===== src/rtl/spi_pkg.sv =====
// Shared SPI types and mode constants for the FIFO-side SPI transmitter and receiver.
`default_nettype none

package spi_pkg;

  typedef enum logic [1:0] {
    IDLE = 2'd0,
    LOW  = 2'd1,
    HIGH = 2'd2,
    GAP  = 2'd3
  } spi_tx_state_t;

  // Mode 0: sclk idles low, data is sampled on the rising edge.
  localparam logic SPI_CPOL = 1'b0;
  localparam logic SPI_CPHA = 1'b0;

  function automatic int spi_max(input int a, input int b);
    return (a > b) ? a : b;
  endfunction

endpackage

`default_nettype wire


===== src/rtl/spi_half_period_cnt.sv =====
// Free-running divider while enabled; pulses tc_o on the last cycle of a limit_i-long period.
`default_nettype none

module spi_half_period_cnt #(
  parameter int Width = 2
) (
  input  logic             clk,
  input  logic             rst_n,
  input  logic             en_i,
  input  logic [Width-1:0] limit_i,
  output logic             tc_o
);

  logic [Width-1:0] cnt_q, cnt_d;

  assign tc_o = en_i && (cnt_q == (limit_i - Width'(1)));

  always_comb begin
    cnt_d = cnt_q + Width'(1);
    if (!en_i || tc_o) cnt_d = '0;
  end

  always_ff @(posedge clk or negedge rst_n) begin
    if (!rst_n) cnt_q <= '0;
    else        cnt_q <= cnt_d;
  end

endmodule

`default_nettype wire


===== src/rtl/spi_fifo_drain_tx.sv =====
// SPI mode-0 master transmitter: pops one FIFO word per cs_n frame and shifts it out MSB-first.
`default_nettype none

`ifndef DATA_WIDTH
`define DATA_WIDTH 8
`endif

module spi_fifo_drain_tx
  import spi_pkg::*;
#(
  parameter int DataWidth = `DATA_WIDTH,
  parameter int ClkDiv    = 2,
  parameter int GapCycles = 2
) (
  input  logic                 clk,
  input  logic                 rst,
  input  logic                 enable,
  input  logic                 empty,
  input  logic [DataWidth-1:0] readData,
  output logic                 readEn,
  output logic                 sclk,
  output logic                 mosi,
  output logic                 cs_n,
  output logic                 busy,
  output logic                 frame_done
);

  localparam int CntW = $clog2(spi_max(ClkDiv, GapCycles) + 1);
  localparam int BitW = $clog2(DataWidth + 1);

  spi_tx_state_t        state_q, state_d;
  logic [DataWidth-1:0] shreg_q, shreg_d;
  logic [BitW-1:0]      bitcnt_q, bitcnt_d;
  logic                 sclk_q, sclk_d;
  logic                 mosi_q, mosi_d;
  logic                 cs_n_q, cs_n_d;
  logic                 frame_done_q, frame_done_d;
  logic [CntW-1:0]      limit;
  logic                 tc;

  assign limit = (state_q == GAP) ? CntW'(GapCycles) : CntW'(ClkDiv);

  spi_half_period_cnt #(.Width(CntW)) u_div (
    .clk     (clk),
    .rst_n   (rst),
    .en_i    (state_q != IDLE),
    .limit_i (limit),
    .tc_o    (tc)
  );

  always_comb begin
    state_d      = state_q;
    shreg_d      = shreg_q;
    bitcnt_d     = bitcnt_q;
    sclk_d       = sclk_q;
    mosi_d       = mosi_q;
    cs_n_d       = cs_n_q;
    frame_done_d = 1'b0;
    readEn       = 1'b0;
    unique case (state_q)
      IDLE: begin
        // Gated by reset so the FIFO never loses a word the held-in-reset FSM cannot take.
        if (enable && !empty && rst) begin
          readEn   = 1'b1;
          shreg_d  = readData;
          mosi_d   = readData[DataWidth-1];
          cs_n_d   = 1'b0;
          bitcnt_d = '0;
          state_d  = LOW;
        end
      end
      LOW: begin
        if (tc) begin
          if (bitcnt_q == BitW'(DataWidth)) begin
            cs_n_d       = 1'b1;
            frame_done_d = 1'b1;
            state_d      = GAP;
          end else begin
            sclk_d  = 1'b1;
            state_d = HIGH;
          end
        end
      end
      HIGH: begin
        if (tc) begin
          sclk_d   = 1'b0;
          bitcnt_d = bitcnt_q + BitW'(1);
          shreg_d  = shreg_q << 1;
          // Zeros shifted in make this 0 after the last bit.
          mosi_d   = shreg_q[DataWidth-2];
          state_d  = LOW;
        end
      end
      GAP: begin
        if (tc) state_d = IDLE;
      end
      default: state_d = IDLE;
    endcase
  end

  always_ff @(posedge clk or negedge rst) begin
    if (!rst) begin
      state_q      <= IDLE;
      shreg_q      <= '0;
      bitcnt_q     <= '0;
      sclk_q       <= SPI_CPOL;
      mosi_q       <= 1'b0;
      cs_n_q       <= 1'b1;
      frame_done_q <= 1'b0;
    end else begin
      state_q      <= state_d;
      shreg_q      <= shreg_d;
      bitcnt_q     <= bitcnt_d;
      sclk_q       <= sclk_d;
      mosi_q       <= mosi_d;
      cs_n_q       <= cs_n_d;
      frame_done_q <= frame_done_d;
    end
  end

  assign sclk       = sclk_q;
  assign mosi       = mosi_q;
  assign cs_n       = cs_n_q;
  assign busy       = (state_q != IDLE);
  assign frame_done = frame_done_q;

endmodule

`default_nettype wire


===== config.mk =====
export PLATFORM = sky130hd
export DESIGN_NAME = spi_fifo_drain_tx
export DESIGN_NICKNAME = d
export VERILOG_FILES = /design/src/rtl/spi_pkg.sv /design/src/rtl/spi_half_period_cnt.sv /design/src/rtl/spi_fifo_drain_tx.sv
export SDC_FILE = /design/constraint.sdc
export NUM_CORES = 1
export LEC_CHECK = 0
export ABC_AREA = 1
export BUFFER_PORTS_ARGS = -buffer_cell sky130_fd_sc_hd__buf_2
export CORE_MARGIN = 1
export CORE_UTILIZATION = 35
export DETAILED_ROUTE_END_ITERATION = 10
export GPL_TIMING_DRIVEN = 1
export PLACE_DENSITY_LB_ADDON = 0.1
export SETUP_SLACK_MARGIN = 0.02
export SYNTH_ARGS = -nofsm -noshare
export SYNTH_HDL_FRONTEND = slang
export SYNTH_SLANG_ARGS = --single-unit
export TNS_END_PERCENT = 5

===== constraint.sdc =====
create_clock -name clk -period 1.8 [get_ports clk]
set_input_delay 0 -clock clk [delete_from_list [all_inputs] [get_ports clk]]
set_output_delay 0 -clock clk [all_outputs]
set_load 0.05 [all_outputs]

# Word-level counts from Yosys, hierarchy flattened
# Index checks and enable logic that the tools add are counted.
[word_totals]
mem_bits_ro = 0
latch_bits = 0
inputBits = 12
regBits = 19
memories = 0
mem_bits_rw = 0
[op_classes]
shifts = 0
n_div = 0
add_sub_neg = 2
n_mux = 29
magnitude_cmp = 0
n_bitwise = 0
n_eq_ne = 11
reduce_logical = 15
multipliers = 0
[ops]
columns = ["op", "count"]
rows = [
  ["$mux 1", 14],
  ["$mux 7", 2],
  ["$pmux 7 s2", 1],
  ["$reduce_and 4->1", 3],
  ["$mux 2", 5],
  ["$mux 4", 2],
  ["$pmux 2 s4", 1],
  ["$pmux 4 s2", 1],
  ["$reduce_bool 2->1", 4],
  ["$ne 2x1->1 const B", 3],
  ["$ne 2x2->1 const B", 3],
  ["$pmux 1 s2", 3],
  ["$add 4x1->4 const B", 1],
  ["$eq 2x1->1 const B", 2],
  ["$eq 2x2->1 const B", 2],
  ["$eq 4x4->1 const B", 1],
  ["$logic_and 1x1->1", 3],
  ["$reduce_and 3->1", 1],
  ["$add 2x1->2 const B", 1],
  ["$logic_not 1->1", 2],
  ["$logic_not 2->1", 1],
  ["$logic_or 1x1->1", 1],
]

# Logic depth before layout (Yosys ltp)
# Gate-level depths: netlist of the first run.
[depth]
word_depth = 5
depth_mapped = 7
ltp_nobuf = 7

# By module
# From an unflattened synthesis of the first run, not the netlist that was laid out.
[unflattened]
cells_unflattened = 129
area_unflattened_um2 = 1042.2
[by_module_without_submodules]
columns = ["mod", "cells_per_inst", "n_inst", "seq_area_each_um2", "area_per_inst_um2"]
rows = [
  ["spi_fifo_drain_tx", 109, 1, 426.7, 915.9],
  ["spi_half_period_cnt", 20, 1, 50.0, 126.4],
]

# Worst setup path before layout of the first run
# Ideal clock, no wire load.
[synth_path]
kind = "register to register"
from = "register state_q[0]"
to = "register mosi_q (netlist: mosi)"
n_path_buf = 0
setup_slack_ps = 229
stages_incl_launch_ff = 7
arrival_time_ps = 1452
synth_period_minus_slack_ps = 1571
path_cell_list = "dfrtp_1 > inv_2 > nand2_4 > nor2_2 > nor2_2 > nand2_1 > nand2_1"
[synth_between]
elab_chain_len = 4
elab_cells_between_ends = 9
classes_between = "3 x eq/ne; 1 x mux; 5 x reduce/logical"
[synth_lines]
columns = ["item", "line", "rtl"]
rows = [
  ["start: declaration", "spi_fifo_drain_tx.sv:31", "spi_tx_state_t state_q, state_d;"],
  ["start signal: assignment", "spi_fifo_drain_tx.sv:111", "state_q <= state_d;"],
  ["$reduce_bool 2->1", "-", ""],
  ["net busy", "spi_fifo_drain_tx.sv:24", "output logic busy,"],
  ["$logic_and 1x1->1", "spi_half_period_cnt.sv:16", "assign tc_o = en_i && (cnt_q == (limit_i - Width'(1)));"],
  ["$ne 2x1->1 (no line)", "-", ""],
  ["$reduce_and 3->1 (no line)", "-", ""],
  ["end signal: assignment", "spi_fifo_drain_tx.sv:115", "mosi_q <= mosi_d;"],
  ["end: declaration", "spi_fifo_drain_tx.sv:35", "logic mosi_q, mosi_d;"],
]
# The timed path passes the listed nets, and every way through them passes these cells.
# A chain may end at the register's enable or synchronous reset.

# Worst setup path in the final report of the first run
[layout_path]
from = "register state_q[0]"
to = "output readEn"
[layout_between]
elab_chain_len = 2
[layout_lines]
columns = ["item", "line", "rtl"]
rows = [
  ["$logic_not 2->1", "spi_fifo_drain_tx.sv:60", "unique case (state_q)"],
  ["$mux 1", "spi_fifo_drain_tx.sv:60", ""],
  ["end: declaration", "spi_fifo_drain_tx.sv:20", "output logic readEn,"],
]
# No other way between the ends.

==> flow_summary.toml, run 1 <==
[synth]
yosysUniqueCellTypes = 22
synth_top_family_by_area = "simple AND/OR/NAND/NOR gates"
yosys.area.top_type = "dfrtp_1"
synth_simple_gate_area_share_pct = 27.85
ys_top_cells_by_count = "42 x nand2_1, 18 x dfrtp_1, 12 x inv_1, 8 x nand3_1, 7 x nor2_1"
yosysMostFrequentCell = "nand2_1"
yosys_warnings = 0
synth_edf_count = 0
syn-mean-instance-area_sq_um = 8.117
synth-seq-cells = 19
synthMuxAreaShare_pct = 0
synthCells = 119
async_reset_ff_share_pct = 100.0
synth_top_area_share_pct = 46.63
netlist_area_sq_um = 965.9
seq_area_frac_synth_pct = 49.35
synth_xor_xnor_area_share_pct = 0.9067
synth_flop_cell = "dfrtp_1"
synthAdderAreaFrac_pct = 3.886
synth.top_cells.by_area = "dfrtp_1 47%, nand2_1 16%, inv_1 4.7%"
synth_compound_area_share_pct = 9.197
syn_nets = 134

[setup_path]
cp.arrival_ns = 1.48
r2r_start = "u_div.cnt_q[0]"
reg2reg_slack_ns = 0.48
cp-end-kind = "output port"
crit_path_cell_trace = "inv_2 > nand2_4 > nor2_2 > buf_2"
startpoint_type = "flop"
slowest_stage = "dfrtp_1"
crit_fanout = 8
cp-startpoint = "state_q[0]"
crit_family = "buffers and inverters"
cpPeakStageDelay_ns = 0.44
path_buf_inv = 2
worstPathRequired_ns = 1.80
critPathKind = "reg2out"

[clock_tree]
clockRootBuffer = "clkbuf_4"
cts_max_path_buffers = 2
hold_buffers = 5
cts.clk_slew.worst_paths_ns = 0.11
postCtsResizedCells = 0
post-cts-setup-buffers = 0
htreeDepth = 1
worstSkewPairLatency_ns = 0.29
cts_tree = "yes"
cts.sinks = 19
cts_made_buffers = 3

[cells_and_area]
layout-area-overhead-vs-synth_pct = 18.52
nNetsFinal = 159
final_util_pct = 44.99
drive_above_1_share_pct = 20.98
antenna_cells = 0

[place]
place_congestion = 0.7964
port_buffers = 17
dp_hpwl_um = 1389

[global_routing]
grt_max_degree = 20
grt_pass1_vias = 789
grt_first_pass_wirelength_um = 3270
grt_usage_pct = 15.74
grt_remaining_overflow = 0
antenna_found_initial = 0

[power]
peakVddDrop_mv = 0.7618
power_density_nw_per_um2 = 1572
total_leakage_power_nw = 0.6170

[route]
avgViaCountPerCell = 4.630
via_count = 801
wl_um = 1953
routedWlPerCell_um = 11.29
drt_iter0_drc = 9
ant_nets = 0
drc = 0
drt-pass1-iter-count = 5

[hold_path]
hp-start = "readData[6]"
hp-class = "in2reg"

[die]
die_w_um = 54.54
io_pins = 18
dieArea_sq_um = 2974
initial_utilization_pct = 37.95
core_sq_um = 2545
rows = 18
die_h_um = 54.54

[timing]
timing.final.crit_period_ns = 1.481
fmax_mhz = 675.1
maxSlewViolCount = 0
fin_skew_ns = 0.003423
tightestPinTransition_ns = 0.3669
relSlewSlack_pct = 75.45
rsz0062_at_grt = "no"
tns_ns = 0
fin_crit_sh_pct = 82.30
hold_viol = 0
setup_viol = 0

[job]
max_cap_violations = 0

[outcome]
status = "complete, no violations"
==> cell families after synthesis <==
logic type | count (synthesis)
buffers and inverters | 18
flip-flops | 19
AND/OR/NAND/NOR | 63
adder cells (fa/ha/maj) | 3
AO/OA/AOI/OAI | 15
XOR/XNOR | 1
==> worst register-to-register path, stage by stage, from the launching register on <==
cell and delay (ns):
dfrtp_1 0.40, ha_1 0.26, nand3_2 0.13, inv_2 0.08, nor2_2 0.25, nand2_1 0.09
nand2_1 0.07
==> report_power, final <==
group	switching (mW)	total, mW	internal, mW
Clock	0.134	0.220	0.0862
Sequential	0.133	0.749	0.616
Combinational	0.581	0.831	0.250
==> metal layers <==
metal,share of wire [%],vias to the layer above,global-route usage [%]
met3,3.4,2,2.778
met1,47,364,19.28
met4,0.97,0,7.692
met2,49,15,26.42
met5,0,-,0
li1,-,420,-
==> worst paths after layout <==
| kind | endpoint | cells after the start |
|---|---|---|
| min reg2reg | u_div.cnt_q[0] | 1 |
| max in group asynchronous | cs_n | 3 |
| min | shreg_q[6] | 5 |
| min in group asynchronous | state_q[0] | 3 |
| max reg2reg | bitcnt_q[3] | 6 |
| max | readEn | 4 |
==> layout by cell type (no fill, tap or decap), drive strengths merged, types with 2 or more instances in the layout <==
master and instances:
ha 3, nand2 43, dlygate4sd3 5, o21ai 12
buf 18, dfrtp 18, clkbuf 4, inv 14
nor2 9, nand3 9, a21oi 2
==> state kept, by name (all words and copies together) (netlist names) <==
name / cells
frame_done: 1
mosi: 1
bitcnt_q: 4
u_div.cnt_q: 2
state_q: 2
sclk: 1
cs_n: 1
shreg_q: 7
==> layout make-up <==
cell class / count / area (sq um)
sequential: 19 / 476.7
timing repair buffer: 23 / 142.6
tap: 30 / 37.54
inverter: 15 / 57.56
multi-input combinational: 82 / 404.1
clock buffer: 4 / 26.28
fill: 271 / 1400
==> through the flow <==
step	hold WS, ns	std cells	total power [mW]	setup WS (ns)	instance area, sq um
2_1_floorplan	-0.2956	119	1.420	0.2290	965.9
3_3_place_gp	0.003282	164	1.557	0.5184	1069
3_5_place_dp	0.003032	164	1.584	0.4913	1069
4_1_cts	0.008554	173	1.816	0.3127	1145
5_1_grt	0.04601	173	1.961	0.2402	1145
6_report	0.01370	173	1.800	0.3186	1145
No activity file was read; power rests on OpenSTA's default activity.
==> run 2: changes to the inputs <==
- ABC_AREA: 1 -> 0
- clock period: 1.8 -> 1.2 ns (I/O delays scaled with it)
==> flow_summary.toml, run 2 <==
[synth]
yosysMostFrequentCell = "dfrtp_1"
synthAdderAreaFrac_pct = 3.947
synth_flop_cell = "dfrtp_1"
ys_top_cells_by_count = "18 x dfrtp_1, 8 x o21a_1, 7 x o32a_1, 6 x inv_1, 6 x o21ai_0"
synth_xor_xnor_area_share_pct = 0.9211
seq_area_frac_synth_pct = 50.13
synth-seq-cells = 19
async_reset_ff_share_pct = 100.0
syn-mean-instance-area_sq_um = 11.46
synth_simple_gate_area_share_pct = 11.18
synthCells = 83
yosysUniqueCellTypes = 30
synth_top_family_by_area = "compound AO/OA/AOI/OAI gates"
synth.top_cells.by_area = "dfrtp_1 47%, o32a_1 7.4%, o21a_1 6.3%"
yosys_warnings = 0
syn_nets = 98
synth_top_area_share_pct = 47.37
synth_edf_count = 0
synth_compound_area_share_pct = 24.34
synthMuxAreaShare_pct = 2.237
yosys.area.top_type = "dfrtp_1"
netlist_area_sq_um = 950.9

[power]
power_density_nw_per_um2 = 753.8
swShare_pct = 22.52
seqPwrFrac_pct = 62.8
power.switching_mw = 0.2294
p_int_mw = 0.7892
combPwrFrac_pct = 4.5
total_leakage_power_nw = 0.6361
clkPwrFrac_pct = 32.6
total_power_mw = 1.019
peakVddDrop_mv = 0.4492

[global_routing]
grt_remaining_overflow = 0
grt_max_degree = 20
grt_first_pass_wirelength_um = 3650
grt_pass1_vias = 736
antenna_found_initial = 0
grt_usage_pct = 18.35

[setup_path]
critPathKind = "reg2reg"
cp-end-kind = "flop"
worstPathRequired_ns = 1.38
crit_path_cell_trace = "inv_2 > ha_4 > buf_6 > nor2b_1 > o21a_1 > a311o_1"
cpPeakStageDelay_ns = 0.39
crit_fanout = 6
startpoint_type = "flop"
slowest_stage = "dfrtp_1"
cp.arrival_ns = 1.51

[clock_tree]
cts_max_path_buffers = 2
cts.sinks = 19
htreeDepth = 1
cts_tree = "yes"
worstSkewPairLatency_ns = 0.30
cts_made_buffers = 3
cts.clk_slew.worst_paths_ns = 0.12
clockRootBuffer = "clkbuf_4"

[timing]
tns_ns = -1.132
fin_crit_sh_pct = 110.5
timing.final.crit_period_ns = 1.326
tightestPinTransition_ns = 0.3537
final.setup.worst_slack_ns = -0.1262
fin_skew_ns = 0.009575
maxSlewViolCount = 0
relSlewSlack_pct = 76.42
fmax_mhz = 754.1
setup_viol = 15
hold_viol = 0
rsz0062_at_grt = "yes"

[cells_and_area]
top_register = "shreg_q"
drive_above_1_share_pct = 50.00
multi_input_area_sq_um = 473.0
num-fill-cells = 252
largest_register_ffs = 7
antenna_cells = 0
final_util_pct = 53.57
layout_common_cells = "17 x dfrtp_1, 17 x buf_4, 16 x buf_2"
seqCellArea_sq_um = 478.0
layout-area-overhead-vs-synth_pct = 42.11
top_regs = "shreg_q (7), bitcnt_q (4)"
nNetsFinal = 140

[place]
port_buffers = 17
place_congestion = 0.8134
dp_hpwl_um = 1529

[route]
drt-pass1-iter-count = 4
via_count = 808
routedWlPerCell_um = 15.49
avgViaCountPerCell = 5.247
drc = 0
drt_iter0_drc = 3
ant_nets = 0
wl_um = 2385

[die]
core_sq_um = 2522
rows = 18
dieArea_sq_um = 2930
die_h_um = 54.13
die_w_um = 54.13
initial_utilization_pct = 37.70
io_pins = 18

[outcome]
violations = "setup timing"
status = "complete, but fails checks"

[job]
max_cap_violations = 0

[hold_path]
hp-class = "in2reg"
run 2: cell types whose count changed after synthesis, moves of 5 or more:
cell     change
inv_1        -6
nor2_1       -5
o32a_1       +7
nand3_1      -5
o21a_1       +8
nand2_1     -42
o21ai_1      -5
run 2: power groups by stage:
stage / logic (mW) / clock network (mW) / registers (mW)
global route: 0.0529 / 0.379 / 0.640
detailed placement: 0.0443 / 0 / 0.652
floorplan: 0.00738 / 0 / 0.653
global placement: 0.0435 / 0 / 0.652
CTS: 0.0474 / 0.345 / 0.640
finish: 0.0463 / 0.332 / 0.640
run 2: kinds of logic (layout without fill, tap and decap cells):
group / count (synthesis) / count (layout)
compound gates: 30 / 30
fa+ha+maj: 3 / 3
mux: 2 / 2
xor+xnor: 1 / 1
flops: 19 / 19
simple gates: 16 / 16
buf+inv: 12 / 53
run 2: layout make-up:
| cell class | count | share of cell area, % |
|---|---|---|
| flip-flops and latches | 19 | 35.37 |
| repair buffers | 42 | 22.78 |
| clock buffers | 4 | 1.944 |
| inverters | 7 | 2.130 |
| well taps | 30 | 2.778 |
| multi-input cells | 52 | 35.00 |
run 2: per-stage QoR:
step,cells,hold WS (ns),setup WS [ns],area [sq um]
2_1_floorplan,83,-0.2956,-0.1168,962.2
5_1_grt,154,0.04341,-0.1778,1351
3_3_place_gp,143,0.03207,-0.1285,1169
4_1_cts,152,0.04242,-0.1118,1303
6_report,154,0.04125,-0.1262,1351
3_5_place_dp,143,0.03942,-0.1531,1169
run 2: metal layers:
metal	track usage [%]	routed length, um	vias to the layer above
met1	25.26	1077	399
met4	6.410	12	0
met2	28.86	1225	13
li1	-	-	394
met5	0	0	-
met3	2.825	70	2
run 2: critical path: cells and delay by family (launching register included):
family	cells	cell delay, ns
adder cells (fa/ha/maj)	1	0.15
AO/OA/AOI/OAI	2	0.42
AND/OR/NAND/NOR	1	0.05
flip-flops	1	0.39
buffers and inverters	2	0.19
run 2: repair_timing:
action / CTS / global route
pin swaps: 5 / 6
gates resized for setup: 20 / 11
setup buffers: 4 / 2
endpoints found under the hold margin: 19 / 0
setup endpoints to repair: 19 / 19
hold buffers: 1 / 0
run 2: worst paths after layout:
check / start / endpoint / slack [ns] / cells past startpoint
setup / recovery: u_div.cnt_q[1] / shreg_q[0] / -0.13 / 6
hold / removal: readData[7] / mosi / 0.04 / 3
setup reg to reg: u_div.cnt_q[1] / shreg_q[0] / -0.13 / 6
hold reg to reg: cs_n / cs_n / 0.48 / 2
max in group asynchronous: rst / cs_n / 0.68 / 3
min in group asynchronous: rst / bitcnt_q[1] / 0.24 / 3
==> run 3: changes to the inputs <==
- BUFFER_PORTS_ARGS: -buffer_cell sky130_fd_sc_hd__buf_2 -> unset
- DONT_BUFFER_PORTS: unset -> 1
- GPL_TIMING_DRIVEN: 1 -> unset
==> flow_summary.toml, run 3 (synthesis results as in run 2) <==
[power]
peakVddDrop_mv = 0.5809
seqPwrFrac_pct = 62.6
power_density_nw_per_um2 = 754.1
total_power_mw = 1.023
combPwrFrac_pct = 4.2
swShare_pct = 22.76
power.switching_mw = 0.2328
total_leakage_power_nw = 0.6064
p_int_mw = 0.7900
clkPwrFrac_pct = 33.2

[cells_and_area]
final_common_cell = "buf_4"
design_area_sq_um = 1356
drive_above_1_share_pct = 37.61
largest_register_ffs = 7
seqCellArea_sq_um = 478.0
antenna_cells = 0
top_regs = "shreg_q (7), bitcnt_q (4)"
final_util_pct = 53.77
nNetsFinal = 133
layout-area-overhead-vs-synth_pct = 42.63
layout_common_cells = "18 x buf_4, 17 x dfrtp_1, 8 x o21a_1, 8 x dlygate4sd3_1, 8 x buf_6"
top_register = "shreg_q"
num-fill-cells = 234
multi_input_area_sq_um = 460.4

[clock_tree]
worstSkewPairLatency_ns = 0.30
htreeDepth = 1
cts.sinks = 19
cts_tree = "yes"
cts_max_path_buffers = 2
cts_made_buffers = 3
cts.clk_slew.worst_paths_ns = 0.12
clockRootBuffer = "clkbuf_4"

[setup_path]
reg2reg_slack_ns = -0.08
cp.arrival_ns = 1.49
r2r_start = "state_q[0]"
cp-end-kind = "flop"
r2r_end = "shreg_q[4]"
critPathKind = "reg2reg"
startpoint_type = "flop"
reg2reg_depth = 5
crit_fanout = 6
worstPathRequired_ns = 1.41

[route]
via_count = 784
avgViaCountPerCell = 5.333
wl_um = 2282
drc = 0
ant_nets = 0
routedWlPerCell_um = 15.52
drt-pass1-iter-count = 5
drt_iter0_drc = 16

[timing]
hold_viol = 0
setup_viol = 16
tns_ns = -0.8351
worst_hold_slack_ns = 0.1204
fmax_mhz = 780.5
maxSlewViolCount = 0
rsz0062_at_grt = "yes"
fin_skew_ns = 0.003224
final.setup.worst_slack_ns = -0.08126
fin_crit_sh_pct = 106.8
timing.final.crit_period_ns = 1.281
relSlewSlack_pct = 40.94
tightestPinTransition_ns = 0.8829

[global_routing]
grt_first_pass_wirelength_um = 3746
grt_usage_pct = 18.77
antenna_found_initial = 0
grt_max_degree = 20
grt_pass1_vias = 757
grt_remaining_overflow = 0

[outcome]
status = "complete, but fails checks"
violations = "setup timing"

[place]
dpl_cell_area_sq_um = 1111
dp_hpwl_um = 1418
port_buffers = 0
place_congestion = 0.7192

[hold_path]
min_to = "shreg_q[0]"
hp-start = "readData[0]"
whs_path_depth = 2
hp-class = "in2reg"

[die]
die_h_um = 54.13
die_w_um = 54.13
dieArea_sq_um = 2930
io_pins = 18
initial_utilization_pct = 37.70
core_sq_um = 2522
rows = 18

[job]
max_cap_violations = 0
==> run 3: cell count changes in the layout (fill, tap and decap cells not counted), moves of 2 or more <==
cell and change:
buf_2 -16, ha_1 +2, dlygate4sd3_1 +7, o21ai_2 -3, o21ai_0 +2
==> run 3: layer usage <==
metal	up-vias	wire [um]	track usage (%)
met4	0	0	7.692
met2	21	1147	29.88
met5	-	0	0
met1	385	1049	25.13
met3	0	86	2.825
li1	378	-	-
==> run 3: power groups by stage <==
| stage | registers (mW) | clock network (mW) | logic [mW] |
|---|---|---|---|
| 5_1_grt | 0.640 | 0.382 | 0.0500 |
| 3_5_place_dp | 0.653 | 0 | 0.00967 |
| 6_report | 0.640 | 0.339 | 0.0434 |
| 2_1_floorplan | 0.653 | 0 | 0.00738 |
| 4_1_cts | 0.640 | 0.351 | 0.0446 |
| 3_3_place_gp | 0.653 | 0 | 0.00943 |
==> run 3: final cells by class <==
cell class              count  share of cell area (%)
well taps                  30                   2.768
flip-flops and latches     19                   35.24
inverters                   7                   2.122
multi-input cells          52                   33.95
clock buffers               4                   1.937
repair buffers             35                   23.99
==> run 3: per-stage QoR <==
stage,setup slack [ns],cells
after floorplan,-0.1168,83
after global placement,-0.09080,128
after detailed placement,-0.1351,128
after CTS,-0.09823,146
after global routing,-0.1467,147
final,-0.08126,147
==> run 3: worst max-delay path, stage by stage (launching register included) <==
cell and delay, ns:
dfrtp_1 0.43, nor2_4 0.15, inv_4 0.06, buf_6 0.13, o32a_1 0.32, o21a_1 0.10
==> run 3: worst max path at each step <==
| stage | slack, ns | from | depth (start not counted) | end |
|---|---|---|---|---|
| 6_report | -0.08 | state_q[0] | 5 | shreg_q[4] |
| 5_1_grt | -0.15 | state_q[0] | 5 | shreg_q[4] |
| 4_1_cts | -0.1 | state_q[1] | 5 | readEn |
| 3_5_place_dp | -0.14 | u_div.cnt_q[0] | 4 | shreg_q[2] |
| 3_3_place_gp | -0.09 | u_div.cnt_q[0] | 4 | shreg_q[1] |
| 2_1_floorplan | -0.12 | state_q[1] | 6 | shreg_q[1] |
==> run 3: what timing repair did <==
action,CTS,global route
setup endpoints to repair,18,19
resized for setup,18,5
pin swaps,5,3
setup buffers,6,1
hold endpoints to repair,26,0
hold buffers,8,0
